### src/rtl/mix_columns_engine_pkg.sv
// Shared GF(2^8) helpers, coefficient rows and FSM state type for the
// MixColumns / InvMixColumns engine.
package aes_pkg;

    typedef enum logic [1:0] {
        IDLE = 2'd0,
        BUSY = 2'd1,
        DONE = 2'd2
    } state_e;

    // Row 0 of each circulant matrix; row i is this row rotated right by i bytes.
    localparam logic [31:0] FWD_ROW = {8'h02, 8'h03, 8'h01, 8'h01};
    localparam logic [31:0] INV_ROW = {8'h0e, 8'h0b, 8'h0d, 8'h09};

    function automatic logic [7:0] xtime(input logic [7:0] b);
        return {b[6:0], 1'b0} ^ (8'h1b & {8{b[7]}});
    endfunction

    function automatic logic [7:0] gmul9(input logic [7:0] b);
        return xtime(xtime(xtime(b))) ^ b;
    endfunction

    function automatic logic [7:0] gmul11(input logic [7:0] b);
        return xtime(xtime(xtime(b)) ^ b) ^ b;
    endfunction

    function automatic logic [7:0] gmul13(input logic [7:0] b);
        return xtime(xtime(xtime(b) ^ b)) ^ b;
    endfunction

    function automatic logic [7:0] gmul14(input logic [7:0] b);
        return xtime(xtime(xtime(b) ^ b) ^ b);
    endfunction

    // Multiply by one of the seven coefficients that appear in either matrix.
    function automatic logic [7:0] gmul(input logic [7:0] b, input logic [7:0] c);
        logic [7:0] r;
        case (c)
            8'h01:   r = b;
            8'h02:   r = xtime(b);
            8'h03:   r = xtime(b) ^ b;
            8'h09:   r = gmul9(b);
            8'h0b:   r = gmul11(b);
            8'h0d:   r = gmul13(b);
            8'h0e:   r = gmul14(b);
            default: r = 8'h00;
        endcase
        return r;
    endfunction

endpackage

### src/rtl/mix_columns_engine_if.sv
// Block-in / block-out handshake bundle of the mix-columns engine.
interface mix_columns_engine_if;
    logic         in_valid;
    logic         in_ready;
    logic [127:0] in_data;
    logic         in_inv;
    logic         out_valid;
    logic         out_ready;
    logic [127:0] out_data;
    logic         busy;

    modport master (
        output in_valid, in_data, in_inv, out_ready,
        input  in_ready, out_valid, out_data, busy
    );

    modport slave (
        input  in_valid, in_data, in_inv, out_ready,
        output in_ready, out_valid, out_data, busy
    );
endinterface

### src/rtl/mix_columns_engine_unit.sv
// Combinational single-column mixer; inv selects the InvMixColumns matrix.
module mix_column_unit
    import aes_pkg::*;
(
    input  logic [31:0] col,
    input  logic        inv,
    output logic [31:0] mixed
);

    logic [31:0] row_s;
    logic [7:0]  acc_s;

    // Output byte i = XOR over j of coef[(j - i) mod 4] * byte j.
    always_comb begin
        row_s = inv ? INV_ROW : FWD_ROW;
        mixed = 32'h0000_0000;
        acc_s = 8'h00;
        for (int i = 0; i < 4; i++) begin
            acc_s = 8'h00;
            for (int j = 0; j < 4; j++) begin
                acc_s = acc_s ^ gmul(col[31-8*j -: 8], row_s[31-8*((j-i+4)%4) -: 8]);
            end
            mixed[31-8*i -: 8] = acc_s;
        end
    end

endmodule

### src/rtl/mix_columns_engine.sv
// Multi-cycle AES MixColumns / InvMixColumns engine mixing COLS_PER_CYCLE
// columns of a latched 128-bit state per clock, with a valid/ready result port.
module mix_columns_engine
    import aes_pkg::*;
#(
    parameter int COLS_PER_CYCLE = 1,
    parameter bit REG_OUT        = 1'b1
) (
    input  logic                 clk,
    input  logic                 rst,
    mix_columns_engine_if.slave  bus
);

    localparam int N  = 4 / COLS_PER_CYCLE;
    localparam int CW = (N > 1) ? $clog2(N) : 1;
    localparam logic [CW-1:0] LAST_CNT = CW'(N - 1);

    state_e        state_r;
    logic [CW-1:0] cnt_r;
    logic [127:0]  work_r;
    logic          inv_r;
    logic          out_valid_r;
    logic          busy_r;
    logic [127:0]  next_work_s;
    logic          last_s;
    logic [31:0]   col_in_s  [COLS_PER_CYCLE];
    logic [31:0]   col_out_s [COLS_PER_CYCLE];

    assign last_s       = (state_r == BUSY) && (cnt_r == LAST_CNT);
    assign bus.in_ready = (state_r == IDLE) || ((state_r == DONE) && bus.out_ready);
    assign bus.out_valid = out_valid_r;
    assign bus.busy      = busy_r;

    // Pick the columns handled this cycle: unit k sees column cnt*C+k.
    always_comb begin
        for (int k = 0; k < COLS_PER_CYCLE; k++) begin
            col_in_s[k] = work_r[32*(3 - (int'(cnt_r)*COLS_PER_CYCLE + k)) +: 32];
        end
    end

    for (genvar k = 0; k < COLS_PER_CYCLE; k++) begin : g_unit
        mix_column_unit u_mix (
            .col   (col_in_s[k]),
            .inv   (inv_r),
            .mixed (col_out_s[k])
        );
    end

    // Write the mixed columns back in place; untouched columns pass through.
    always_comb begin
        next_work_s = work_r;
        for (int k = 0; k < COLS_PER_CYCLE; k++) begin
            next_work_s[32*(3 - (int'(cnt_r)*COLS_PER_CYCLE + k)) +: 32] = col_out_s[k];
        end
    end

    // Control FSM and working register; mode is latched only at accept.
    always_ff @(posedge clk) begin
        if (rst) begin
            state_r     <= IDLE;
            cnt_r       <= '0;
            work_r      <= 128'h0;
            inv_r       <= 1'b0;
            out_valid_r <= 1'b0;
            busy_r      <= 1'b0;
        end else begin
            case (state_r)
                IDLE: begin
                    if (bus.in_valid) begin
                        work_r  <= bus.in_data;
                        inv_r   <= bus.in_inv;
                        cnt_r   <= '0;
                        busy_r  <= 1'b1;
                        state_r <= BUSY;
                    end else begin
                        state_r <= IDLE;
                    end
                end
                BUSY: begin
                    work_r <= next_work_s;
                    if (last_s) begin
                        busy_r      <= 1'b0;
                        out_valid_r <= 1'b1;
                        state_r     <= DONE;
                    end else begin
                        cnt_r <= cnt_r + CW'(1);
                    end
                end
                DONE: begin
                    if (bus.out_ready) begin
                        out_valid_r <= 1'b0;
                        if (bus.in_valid) begin
                            work_r  <= bus.in_data;
                            inv_r   <= bus.in_inv;
                            cnt_r   <= '0;
                            busy_r  <= 1'b1;
                            state_r <= BUSY;
                        end else begin
                            state_r <= IDLE;
                        end
                    end else begin
                        state_r <= DONE;
                    end
                end
                default: begin
                    state_r     <= IDLE;
                    cnt_r       <= '0;
                    out_valid_r <= 1'b0;
                    busy_r      <= 1'b0;
                end
            endcase
        end
    end

    if (REG_OUT) begin : g_reg_out
        logic [127:0] out_r;

        // Capture the finished state on the last compute cycle.
        always_ff @(posedge clk) begin
            if (rst) begin
                out_r <= 128'h0;
            end else if (last_s) begin
                out_r <= next_work_s;
            end else begin
                out_r <= out_r;
            end
        end

        assign bus.out_data = out_r;
    end else begin : g_direct_out
        assign bus.out_data = work_r;
    end

endmodule

### src/flat_wrapper.sv
// flat-port wrapper written by rule: the top's interface ports become plain ports
module mix_columns_engine_flat import aes_pkg::*;
#(
    parameter int COLS_PER_CYCLE = 1,
    parameter bit REG_OUT        = 1'b1
)
  (clk, rst, bus_in_valid, bus_in_data, bus_in_inv, bus_out_ready, bus_in_ready, bus_out_valid, bus_out_data, bus_busy);
  mix_columns_engine_if bus_i ();
  input  logic clk;
  input  logic rst;
  input wire logic [$bits(bus_i.in_valid)-1:0] bus_in_valid;
  input wire logic [$bits(bus_i.in_data)-1:0] bus_in_data;
  input wire logic [$bits(bus_i.in_inv)-1:0] bus_in_inv;
  input wire logic [$bits(bus_i.out_ready)-1:0] bus_out_ready;
  output wire logic [$bits(bus_i.in_ready)-1:0] bus_in_ready;
  output wire logic [$bits(bus_i.out_valid)-1:0] bus_out_valid;
  output wire logic [$bits(bus_i.out_data)-1:0] bus_out_data;
  output wire logic [$bits(bus_i.busy)-1:0] bus_busy;
  assign bus_i.in_valid = bus_in_valid;
  assign bus_i.in_data = bus_in_data;
  assign bus_i.in_inv = bus_in_inv;
  assign bus_i.out_ready = bus_out_ready;
  assign bus_in_ready = bus_i.in_ready;
  assign bus_out_valid = bus_i.out_valid;
  assign bus_out_data = bus_i.out_data;
  assign bus_busy = bus_i.busy;
  mix_columns_engine #(.COLS_PER_CYCLE(COLS_PER_CYCLE), .REG_OUT(REG_OUT)) u_core (.clk(clk), .rst(rst), .bus(bus_i));
endmodule
### config.mk
export PLATFORM = sky130hd
export DESIGN_NAME = mix_columns_engine_flat
export DESIGN_NICKNAME = d
export VERILOG_FILES = /design/src/rtl/mix_columns_engine_pkg.sv /design/src/rtl/mix_columns_engine_if.sv /design/src/rtl/mix_columns_engine_unit.sv /design/src/rtl/mix_columns_engine.sv /design/src/flat_wrapper.sv
export SDC_FILE = /design/constraint.sdc
export NUM_CORES = 1
export LEC_CHECK = 0
export ABC_AREA = 1
export BUFFER_PORTS_ARGS = -buffer_cell sky130_fd_sc_hd__buf_2
export CAP_MARGIN = 25
export CORE_ASPECT_RATIO = 1.1
export CORE_UTILIZATION = 46
export DETAILED_ROUTE_END_ITERATION = 10
export MAX_ROUTING_LAYER = met4
export PLACE_DENSITY = 0.66
export SYNTH_ARGS = -nofsm -noshare
export SYNTH_HDL_FRONTEND = slang
export SYNTH_SLANG_ARGS = --single-unit
### constraint.sdc
create_clock -name clk -period 6.51 [get_ports clk]
set_input_delay 0.3255 -clock clk [delete_from_list [all_inputs] [get_ports clk]]
set_output_delay 0.3255 -clock clk [all_outputs]
set_load 0.005 [all_outputs]
## Word level (Yosys, flattened, before mapping)

Index checks and enable logic that the tools add are counted.

- Memory bits (writable): 0
- Flip-flop bits (word level): 263
- Output and inout bits: 131
- Bits in read-only memories: 0
- Bits of input ports: 133
- Latch bits: 0
- Memories: 0

- $add $sub $neg: 3
- Divide/modulo/power cells: 0
- Shift-type cells: 3
- Magnitude comparators: 0
- Bitwise logic cells: 65
- Multiplexer cells: 39
- Equality and inequality tests: 34
- Multiply operators: 0
- Reductions and logical operators: 11

Operators by type and width:

| operator | number |
|---|---|
| one-hot mux 8 bit (7 select lines) | 16 |
| one-hot mux 128 bit (3 select lines) | 1 |
| XOR 8 bit | 36 |
| two-way mux 128 bit | 2 |
| XOR 8 x 5 -> 8 bit | 28 |
| bitwise mux 128 bit | 1 |
| == test 8 x 4 -> 1 bit (second input constant) | 16 |
| variable shift 32 x 33 -> 128 bit (first input constant) | 1 |
| variable part select 128 x 8 -> 32 bit | 1 |
| variable part select 32 x 33 -> 128 bit | 1 |
| == test 8 x 2 -> 1 bit (second input constant) | 8 |
| negator 8 -> 33 bit | 1 |
| == test 8 x 1 -> 1 bit (second input constant) | 4 |
| two-way mux 28 bit | 1 |
| one-hot mux 2 bit (3 select lines) | 2 |
| two-way mux 2 bit | 5 |
| two-way mux 1 bit | 8 |
| AND reduction 2 bit | 4 |
| one-hot mux 1 bit (3 select lines) | 2 |
| == test 2 bit (second input constant) | 2 |
| != test 2 bit (second input constant) | 2 |
| AND reduction 3 bit | 1 |
| nonzero test 3 bit | 1 |
| subtractor 2 x 2 -> 3 bit (first input constant) | 1 |
| 9 further kinds | 10 |

## Logic depth before layout (Yosys ltp)

Gate-level depths: netlist of run 1.

- Depth after elaboration: 14
- Mapped depth: 25

## By module

A second synthesis of run 1 with hierarchy kept.

- Cells, all modules: 3136
- Area, all modules: 18739.2 um^2

Modules (own cells, without submodules):

| module | times used | area an instance (um^2) | cells each |
|---|---|---|---|
| mix_columns_engine | 1 | 14064.7 | 2231 |
| mix_column_unit | 1 | 4674.5 | 905 |

## Least setup slack after synthesis of run 1

OpenSTA, ideal clock, no wires.

- Path kind: register -> register
- Start: register u_core.cnt_r[0]
- End: register u_core.work_r[2]
- Arrival time: 2648 ps
- Cell stages (with the launch flop): 13
- Required time: 6436 ps
- Clock period less this slack: 2722 ps
- Setup slack: 3788 ps
- Path through: dfxtp_1 > buf_6 > inv_6 > buf_6 > buf_4 > clkbuf_1 > ha_1 > nor4_2 > buf_1 > nand3_1 > nand2_1 > nand2_1 > a31oi_1

- Cells in the longest elaborated chain, start to end: 14

Ends and longest elaborated chain:

| element | RTL line | source |
|---|---|---|
| start, declared | mix_columns_engine.sv:19 | `logic [CW-1:0] cnt_r;` |
| start signal, assigned | mix_columns_engine.sv:86 | `cnt_r <= cnt_r + CW'(1);` |
| subtractor 2 x 2 -> 3 bit (*) | mix_columns_engine.sv:37, mix_columns_engine.sv:53 |  |
| variable part select 128 x 8 -> 32 bit | mix_columns_engine.sv:37 | `col_in_s[k] = work_r[32*(3 - (int'(cnt_r)*COLS_PER_CYCLE + k)) +: 32];` |
| XOR 8 x 5 -> 8 bit | mix_columns_engine_pkg.sv:16 | `return {b[6:0], 1'b0} ^ (8'h1b & {8{b[7]}});` |
| XOR 8 bit / XOR 8 x 5 -> 8 bit (equally long branches) | n/a |  |
| XOR 8 x 5 -> 8 bit / XOR 8 bit (equally long branches) | mix_columns_engine_pkg.sv:16, mix_columns_engine_pkg.sv:24 |  |
| XOR 8 bit / XOR 8 x 5 -> 8 bit (equally long branches) | mix_columns_engine_pkg.sv:32, mix_columns_engine_pkg.sv:16 |  |
| XOR 8 x 5 -> 8 bit, or another cell as far along | mix_columns_engine_pkg.sv:16 |  |
| one-hot mux 8 bit (7 select lines) | mix_columns_engine_pkg.sv:38 | `case (c)` |
| XOR 8 bit (3 in a row) | mix_columns_engine_unit.sv:21 | `acc_s = acc_s ^ gmul(col[31-8*j -: 8], row_s[31-8*((j-i+4)%4) -: 8]);` |
| variable part select 32 x 33 -> 128 bit | mix_columns_engine.sv:53 | `next_work_s[32*(3 - (int'(cnt_r)*COLS_PER_CYCLE + k)) +: 32] = col_out_s[k];` |
| bitwise mux 128 bit (*) | mix_columns_engine.sv:53 |  |
| one-hot mux 128 bit (3 select lines) (*) | mix_columns_engine.sv:67 | `case (state_r)` |
| end signal, assigned | mix_columns_engine.sv:70 | `work_r <= bus.in_data;` |
| end signal, assigned | mix_columns_engine.sv:80 | `work_r <= next_work_s;` |
| end signal, assigned | mix_columns_engine.sv:93 | `work_r <= bus.in_data;` |
| end, declared | mix_columns_engine.sv:20 | `logic [127:0] work_r;` |

Mark *: on every way between the ends. The rest lies on a longest branch, timed or not.
A chain may end at the register's enable or synchronous reset.

## Worst setup path after layout of run 1

- Start: register u_core.cnt_r[0]
- End: register u_core.work_r[19]

Same word-level chain as after synthesis.

==> results of run 1 <==
cell usage after synthesis (all sizes together) (2+ instances only):
master,instances,share of area
o22ai,11,0.0037
nand4,58,0.020
nand3,258,0.072
clkbuf,112,0.023
nand2,1048,0.22
nand3b,16,0.0065
o21ai,278,0.076
inv,340,0.069
nand2b,2,0.00068
xnor2,42,0.022
dfxtp,263,0.28
o21bai,128,0.052
nor2,129,0.028
a21oi,136,0.037
ha,5,0.0034
a22o,58,0.027
buf,66,0.022
xor2,50,0.025
a211oi,2,0.00081
kinds of logic (layout without fill, tap and decap cells):
kind of cell | count (synthesis) | in the layout | share of synthesized area
and+or+nand+nor | 1516 | 1516 | 0.353
DFF | 263 | 263 | 0.284
other | 0 | 1 | 0
xor gates and xnor gates | 92 | 92 | 0.0467
buffers and inverters | 518 | 685 | 0.114
AOI/OAI and AO/OA | 618 | 618 | 0.199
adders and majority gates | 5 | 5 | 0.00338
power by group through the flow:
| stage | clock (µW) | combinational, µW | sequential (µW) |
|---|---|---|---|
| 4_1_cts | 2040 | 3130 | 1790 |
| 3_3_place_gp | 0 | 3100 | 1820 |
| 5_1_grt | 2110 | 3440 | 1800 |
| 6_report | 2040 | 3260 | 1790 |
| 2_1_floorplan | 0 | 1900 | 1770 |
| 3_5_place_dp | 0 | 3120 | 1820 |
cell type report:
cell class,count,share of cell area
Multi-Input combinational cell,2231,0.530
Sequential cell,263,0.249
Timing Repair Buffer,289,0.0736
Inverter,340,0.0609
Clock buffer,37,0.0407
Tap cell,507,0.0300
Clock inverter,19,0.0156
Antenna cell,1,0.000119
sequential cells by signal, summed over array words and instances, names as in the netlist:
| register | count |
|---|---|
| u_core.inv_r | 1 |
| u_core.bus.out_valid | 1 |
| u_core.bus.out_data | 128 |
| u_core.state_r | 2 |
| u_core.cnt_r | 2 |
| u_core.work_r | 128 |
| u_core.bus.busy | 1 |
path summary, 6_finish.rpt:
path	slack [ns]	to	cells past startpoint
max	1.70	u_core.work_r[19]$_SDFFE_PP0P_	21
min	0.07	u_core.bus.busy$_SDFFE_PP0P_	3
max reg2reg	1.70	u_core.work_r[19]$_SDFFE_PP0P_	21
min reg2reg	0.48	u_core.bus.busy$_SDFFE_PP0P_	2
worst reg2reg max path: stages, from the launching register on:
cell and delay [ns]:
dfxtp_2 0.52, inv_6 0.66, buf_4 0.49, nand2_1 0.24, nand3_1 0.17, nand2_4 0.15
inv_2 0.19, nand2_1 0.07, nand2_1 0.11, nand2_1 0.07, nand2_1 0.10, inv_1 0.06
nand2_1 0.07, nand3_1 0.29, nand3_1 0.25, nand2_1 0.07, nand2_1 0.05, nand2_1 0.51
nand2_1 0.20, o21ai_0 0.20, a21oi_1 0.18, nor2_1 0.05
layer usage:
| layer | part of all wire | up-vias |
|---|---|---|
| li1 | - | 9995 |
| met1 | 0.38 | 10100 |
| met2 | 0.45 | 1166 |
| met3 | 0.089 | 257 |
| met4 | 0.084 | 0 |
| met5 | 0 | - |
metrics by stage:
step / hold slack [ns] / power, µW / area (µm²) / std cells
after floorplan: 0.447 / 3670 / 18500 / 3012
after global placement: 0.472 / 4920 / 19900 / 3627
after detailed placement: 0.460 / 4940 / 19900 / 3629
after CTS: 0.0606 / 6960 / 21100 / 3685
after global routing: 0.0739 / 7340 / 21100 / 3687
final: 0.0736 / 7090 / 21100 / 3687
==> flow_summary.yaml, run 1 <==
critical_path:
  crit_top_cell: "nand2_1"
  cpPeakStageDelay_ns: 0.66
  cp-start-kind: "flip-flop"
  cp_cell_sequence: "inv_6, buf_4, nand2_1, nand3_1, nand2_4, inv_2, nand2_1, nand2_1, nand2_1, nand2_1, inv_1, nand2_1, nand3_1, nand3_1, nand2_1, nand2_1, nand2_1, nand2_1, o21ai_0, a21oi_1, nor2_1"
  path_max_fanout: 104
  path_class: "reg -> reg"
  cpMaxStageDelayCell: "inv_6"
  crit_family: "simple AND/OR/NAND/NOR gates"
  required_ns: 6.94
  setup.worst_path.end_class: "flip-flop"
  crit_arrival_ns: 5.24
  rr_startpoint: "u_core.cnt_r[0]$_SDFFE_PP0P_"
  path_buf_inv: 4
  crit_start: "u_core.cnt_r[0]$_SDFFE_PP0P_"
die:
  dieWidth_um: 193
  die_area_mm2: 0.0411
  dieHeight_um: 212
  ios: 264
  core_area_mm2: 0.0395
  rows: 76
  initial_core_util: 0.469
logic_synthesis:
  netlist_instances: 3012
  seq_area_frac_synth: 0.284
  synthesis.area_mm2: 0.0185
  synth.distinct_cells: 44
  synthArstFlopShare: 0
  synth_edf_count: 0
  yosysWarningCount: 0
  ys_seq_elements: 263
  yosys_most_used_dff: "dfxtp_1"
  syn_nets: 3150
  avgSynthCellArea_um2: 6.15
global_routing:
  grt_start_max_net_pins: 105
  antenna_found_initial: 1
  grt_pass1_vias: 19800
  met3_usage: 0.0671
  grt.overflow.total: 0
  gr-usage-all-layers: 0.422
  met1_usage: 0.489
  met2_usage: 0.668
  grt_pass1_wl_um: 125000
  grt.busiest_layer: "met2"
cells_and_area:
  fillers: 4111
  nets: 3293
  multi_input_area_mm2: 0.0112
  layout_common_cells: "nand2_1, inv_1, buf_2"
  regArea_mm2: 0.00527
  final_layout_size_suffix_gt1_frac: 0.147
  area_delta_synth_final_pct: 14.0
  fin_util: 0.535
  final_common_cell: "nand2_1"
timing:
  finalMaxSlewViolations: 0
  maxSlewHeadroom: 0.221
  hold_viol_final: 0
  max_clock_freq_mhz: 208
  fin_ws_ns: 1.70
  fin_setup_tns_ns: 0
  period_minus_slack_ns: 4.81
  setup-violations-final: 0
  rsz0062_at_grt: "no"
  clock_skew_ns: 0.0118
  fin_crit_sh: 0.739
  worst_pin_slew_ns: 1.16
pwr:
  power.density_mw_per_mm2: 336
  p_int_uw: 3800
  ir_worst_vdd_mv: 0.247
  leakagePower_uw: 0.0110
  p_switching_uw: 3290
  switching_share: 0.464
  p_clk_frac: 0.288
  combPwrFrac: 0.459
  sequentialPowerShare: 0.253
clock_tree:
  cts_hold_buf: 0
  cts-resized-gates: 0
  postCtsSetupRepairBufs: 0
  clockBufferDepth: 3
  clk_latency_ns: 0.58
  cts.sinks: 263
  cts_buffers: 30
  clkSlewWorstSetupHoldPaths_ns: 0.06
  ctsRootBufferMaster: "clkbuf_16"
  cts_tree: "yes"
  cts-htree-levels: 1
placement:
  place.gp.congestion: 1.06
  hpwl_um: 64100
  port_buffers: 263
  place_ws_ns: 1.93
detailed_routing:
  num_vias: 21500
  drtPass1Iterations: 7
  drt_first_iter_violations: 2607
  antenna_left: 0
  vias_per_cell: 5.84
  drc: 0
  wirelength_um: 86700
  wire_per_inst_um: 23.5
job:
  cap_viol_max_count: 0
hold_path:
  holdCritPathClass: "in -> reg"
  hold_path.startpoint: "bus_in_valid"
run_status:
  outcome: "finished, final reports clean"
Power figures use the tool's default switching activity.
==> run 2, diff against run 1 <==
--- a/config.mk
+++ b/config.mk
@@ -5,14 +5,14 @@
 export SDC_FILE = /design/constraint.sdc
 export NUM_CORES = 1
 export LEC_CHECK = 0
-export ABC_AREA = 1
+export ABC_AREA = 0
 export BUFFER_PORTS_ARGS = -buffer_cell sky130_fd_sc_hd__buf_2
 export CAP_MARGIN = 25
 export CORE_ASPECT_RATIO = 1.1
 export CORE_UTILIZATION = 46
 export DETAILED_ROUTE_END_ITERATION = 10
 export MAX_ROUTING_LAYER = met4
-export PLACE_DENSITY = 0.66
+export PLACE_DENSITY = 0.68
 export SYNTH_ARGS = -nofsm -noshare
 export SYNTH_HDL_FRONTEND = slang
 export SYNTH_SLANG_ARGS = --single-unit
==> constraint.sdc (replaced) <==
create_clock -name clk -period 4.8 [get_ports clk]
set_input_delay 0.24 -clock clk [delete_from_list [all_inputs] [get_ports clk]]
set_output_delay 0.24 -clock clk [all_outputs]
set_load 0.005 [all_outputs]
==> run 2 against run 1 <==
  * The flow now finishes with violations (negative hold slack)
  * Area after synthesis down 24%
  * Flip-flop and latch count unchanged
  * Power rose by 29%
  * Die area fell by 24%
  * Global-route usage fell by 4.7 points
  * Sequential power up 37%
  * Non-clock buffer count up 122
  * Cell count fell by 39%
  * Largest power group unchanged
  * Highest routed layer unchanged
==> flow_summary.yaml, run 2 <==
cells_and_area:
  fillers: 2604
  layout_common_cells: "buf_2, dfxtp_1, nand2_1"
  nets: 1974
  finalNonFillerCells: 2267
  diodes: 0
  area_delta_synth_final_pct: 25.9
  final_layout_size_suffix_gt1_frac: 0.225
  fin_area_mm2: 0.0177
detailed_routing:
  wirelength_um: 58400
  wire_per_inst_um: 25.8
  num_vias: 14000
  antenna_left: 0
  drc: 0
  vias_per_cell: 6.15
  drtPass1Iterations: 6
  drt_first_iter_violations: 1802
timing:
  period_minus_slack_ns: 4.05
  fin_crit_sh: 0.845
  fin_ws_ns: 0.746
  maxSlewHeadroom: 0.278
  rsz0062_at_grt: "no"
  hold_ws_ns: -0.00574
  worst_pin_slew_ns: 1.08
  hold_viol_final: 1
  finalMaxSlewViolations: 0
  fin_setup_tns_ns: 0
  max_clock_freq_mhz: 247
  clock_skew_ns: 0.0133
  setup-violations-final: 0
logic_synthesis:
  synth_top_family_by_area: "compound AO/OA/AOI/OAI gates"
  synth_edf_count: 0
  synthMuxAreaShare: 0.0566
  syn_nets: 1674
  yosys_most_used_dff: "dfxtp_1"
  synth_compound_area_frac: 0.212
  yosysMostFrequentCell: "dfxtp_1"
  avgSynthCellArea_um2: 9.16
  synth_top_area_share: 0.374
  ys_seq_elements: 263
  synth-simple-area-share: 0.143
  yosysTopAreaCell: "dfxtp_1"
  synthAdderAreaFrac: 0.00445
  netlist_instances: 1536
  synth_xor_area_frac: 0.161
  synthesis.area_mm2: 0.0141
  yosysWarningCount: 0
  seq_area_frac_synth: 0.374
  synthArstFlopShare: 0
  synth_common_cells: "dfxtp_1, nand2_1, a21oi_1"
  synth.area.top_cells: "dfxtp_1, xnor2_1, a21oi_1"
  synth.distinct_cells: 55
critical_path:
  ff2ff_setup_slack_ns: 0.75
  path_class: "reg -> reg"
  required_ns: 5.27
  worstRegToRegCells: 9
  path_max_fanout: 16
  setup.worst_path.end_class: "flip-flop"
  crit_arrival_ns: 4.53
  cp-start-kind: "flip-flop"
run_status:
  outcome: "complete, but fails checks"
  violations: "negative hold slack"
clock_tree:
  cts.sinks: 263
  clkSlewWorstSetupHoldPaths_ns: 0.06
  cts_hold_buf: 101
  postCtsSetupRepairBufs: 0
  cts_buffers: 29
  cts-resized-gates: 0
  clockBufferDepth: 3
  cts-htree-levels: 1
  cts_tree: "yes"
  clk_latency_ns: 0.58
  ctsRootBufferMaster: "clkbuf_16"
die:
  die_area_mm2: 0.0313
  initial_core_util: 0.472
  ios: 264
  rows: 66
  core_area_mm2: 0.0298
  dieWidth_um: 169
  dieHeight_um: 185
placement:
  place.gp.congestion: 1.01
  place_ws_ns: 0.771
  hpwl_um: 41600
  port_buffers: 263
  dpl-instance-area_mm2: 0.0157
  dp.cells: 2111
global_routing:
  grt.busiest_layer: "met2"
  gr-usage-all-layers: 0.374
  met2_usage: 0.633
  met1_usage: 0.436
  grt_pass1_vias: 13300
  grt_start_max_net_pins: 91
  antenna_found_initial: 0
  met3_usage: 0.0528
  grt.overflow.total: 0
  grt_pass1_wl_um: 84800
job:
  cap_viol_max_count: 0
pwr:
  ir_worst_vdd_mv: 0.343
  power.density_mw_per_mm2: 517
  p_total_uw: 9160
  leakagePower_uw: 0.00690
hold_path:
  min_path_cells: 3
  holdCritPathClass: "in -> reg"
run 2: cell types whose count changed after synthesis, sizes merged, moves of 59 or more:
cell,previous run,this run
o21bai,128,0
a22oi,0,88
nand3,258,18
nand2,1048,170
xnor2,42,144
o21ai,278,44
nand3b,16,75
inv,340,19
run 2: final timing paths:
path	startpoint	end
setup / recovery	u_core.cnt_r[0]$_SDFFE_PP0P_	u_core.bus.out_data[25]$_SDFFE_PP0P_
hold reg to reg	u_core.bus.out_data[121]$_SDFFE_PP0P_	u_core.bus.out_data[121]$_SDFFE_PP0P_
setup reg to reg	u_core.cnt_r[0]$_SDFFE_PP0P_	u_core.bus.out_data[25]$_SDFFE_PP0P_
hold / removal	bus_in_data[1]	u_core.work_r[1]$_SDFFE_PP0P_
run 2: power breakdown:
part / internal [µW] / total [µW] / leakage (µW) / switching [µW]
Combinational: 1850 / 4280 / 0.00425 / 2430
Clock: 1420 / 2410 / 0.000509 / 989
Sequential: 2300 / 2460 / 0.00214 / 167
run 2: kinds of logic after synthesis:
family / Yosys count
xor gates and xnor gates: 200
AOI/OAI and AO/OA: 462
adders and majority gates: 5
and+or+nand+nor: 409
buffers and inverters: 161
muxes: 36
DFF: 263
run 2: routing by layer:
metal / up-vias / part of all wire
met5: - / 0
met4: 0 / 0.060
met3: 185 / 0.084
met2: 883 / 0.48
met1: 6699 / 0.37
li1: 6183 / -
run 2: metrics by stage:
stage          hold slack (ns)  utilization
5_1_grt                0.00454        0.594
4_1_cts               0.000169        0.594
2_1_floorplan            0.376            -
6_report              -0.00574        0.594
3_3_place_gp             0.436        0.526
3_5_place_dp             0.441        0.526
run 2: area by class of cell:
type                    count  area, µm²  share of cell area
repair buffers            411       2710               0.153
clock buffers              40        827              0.0467
flip-flops and latches    263       5270               0.297
multi-input cells        1112       8140               0.460
inverters                  19       71.3             0.00403
clock inverters            14        189              0.0107
well taps                 408        510              0.0288
run 2: critical path, stage by stage, from the launching register on:
cell and delay (ns):
dfxtp_2 0.62, buf_12 0.25, mux4_2 0.71, xnor2_2 0.42, xnor3_1 0.44, xnor2_1 0.23
a21oi_1 0.12, xnor2_1 0.71, o221ai_1 0.25, o211a_1 0.18
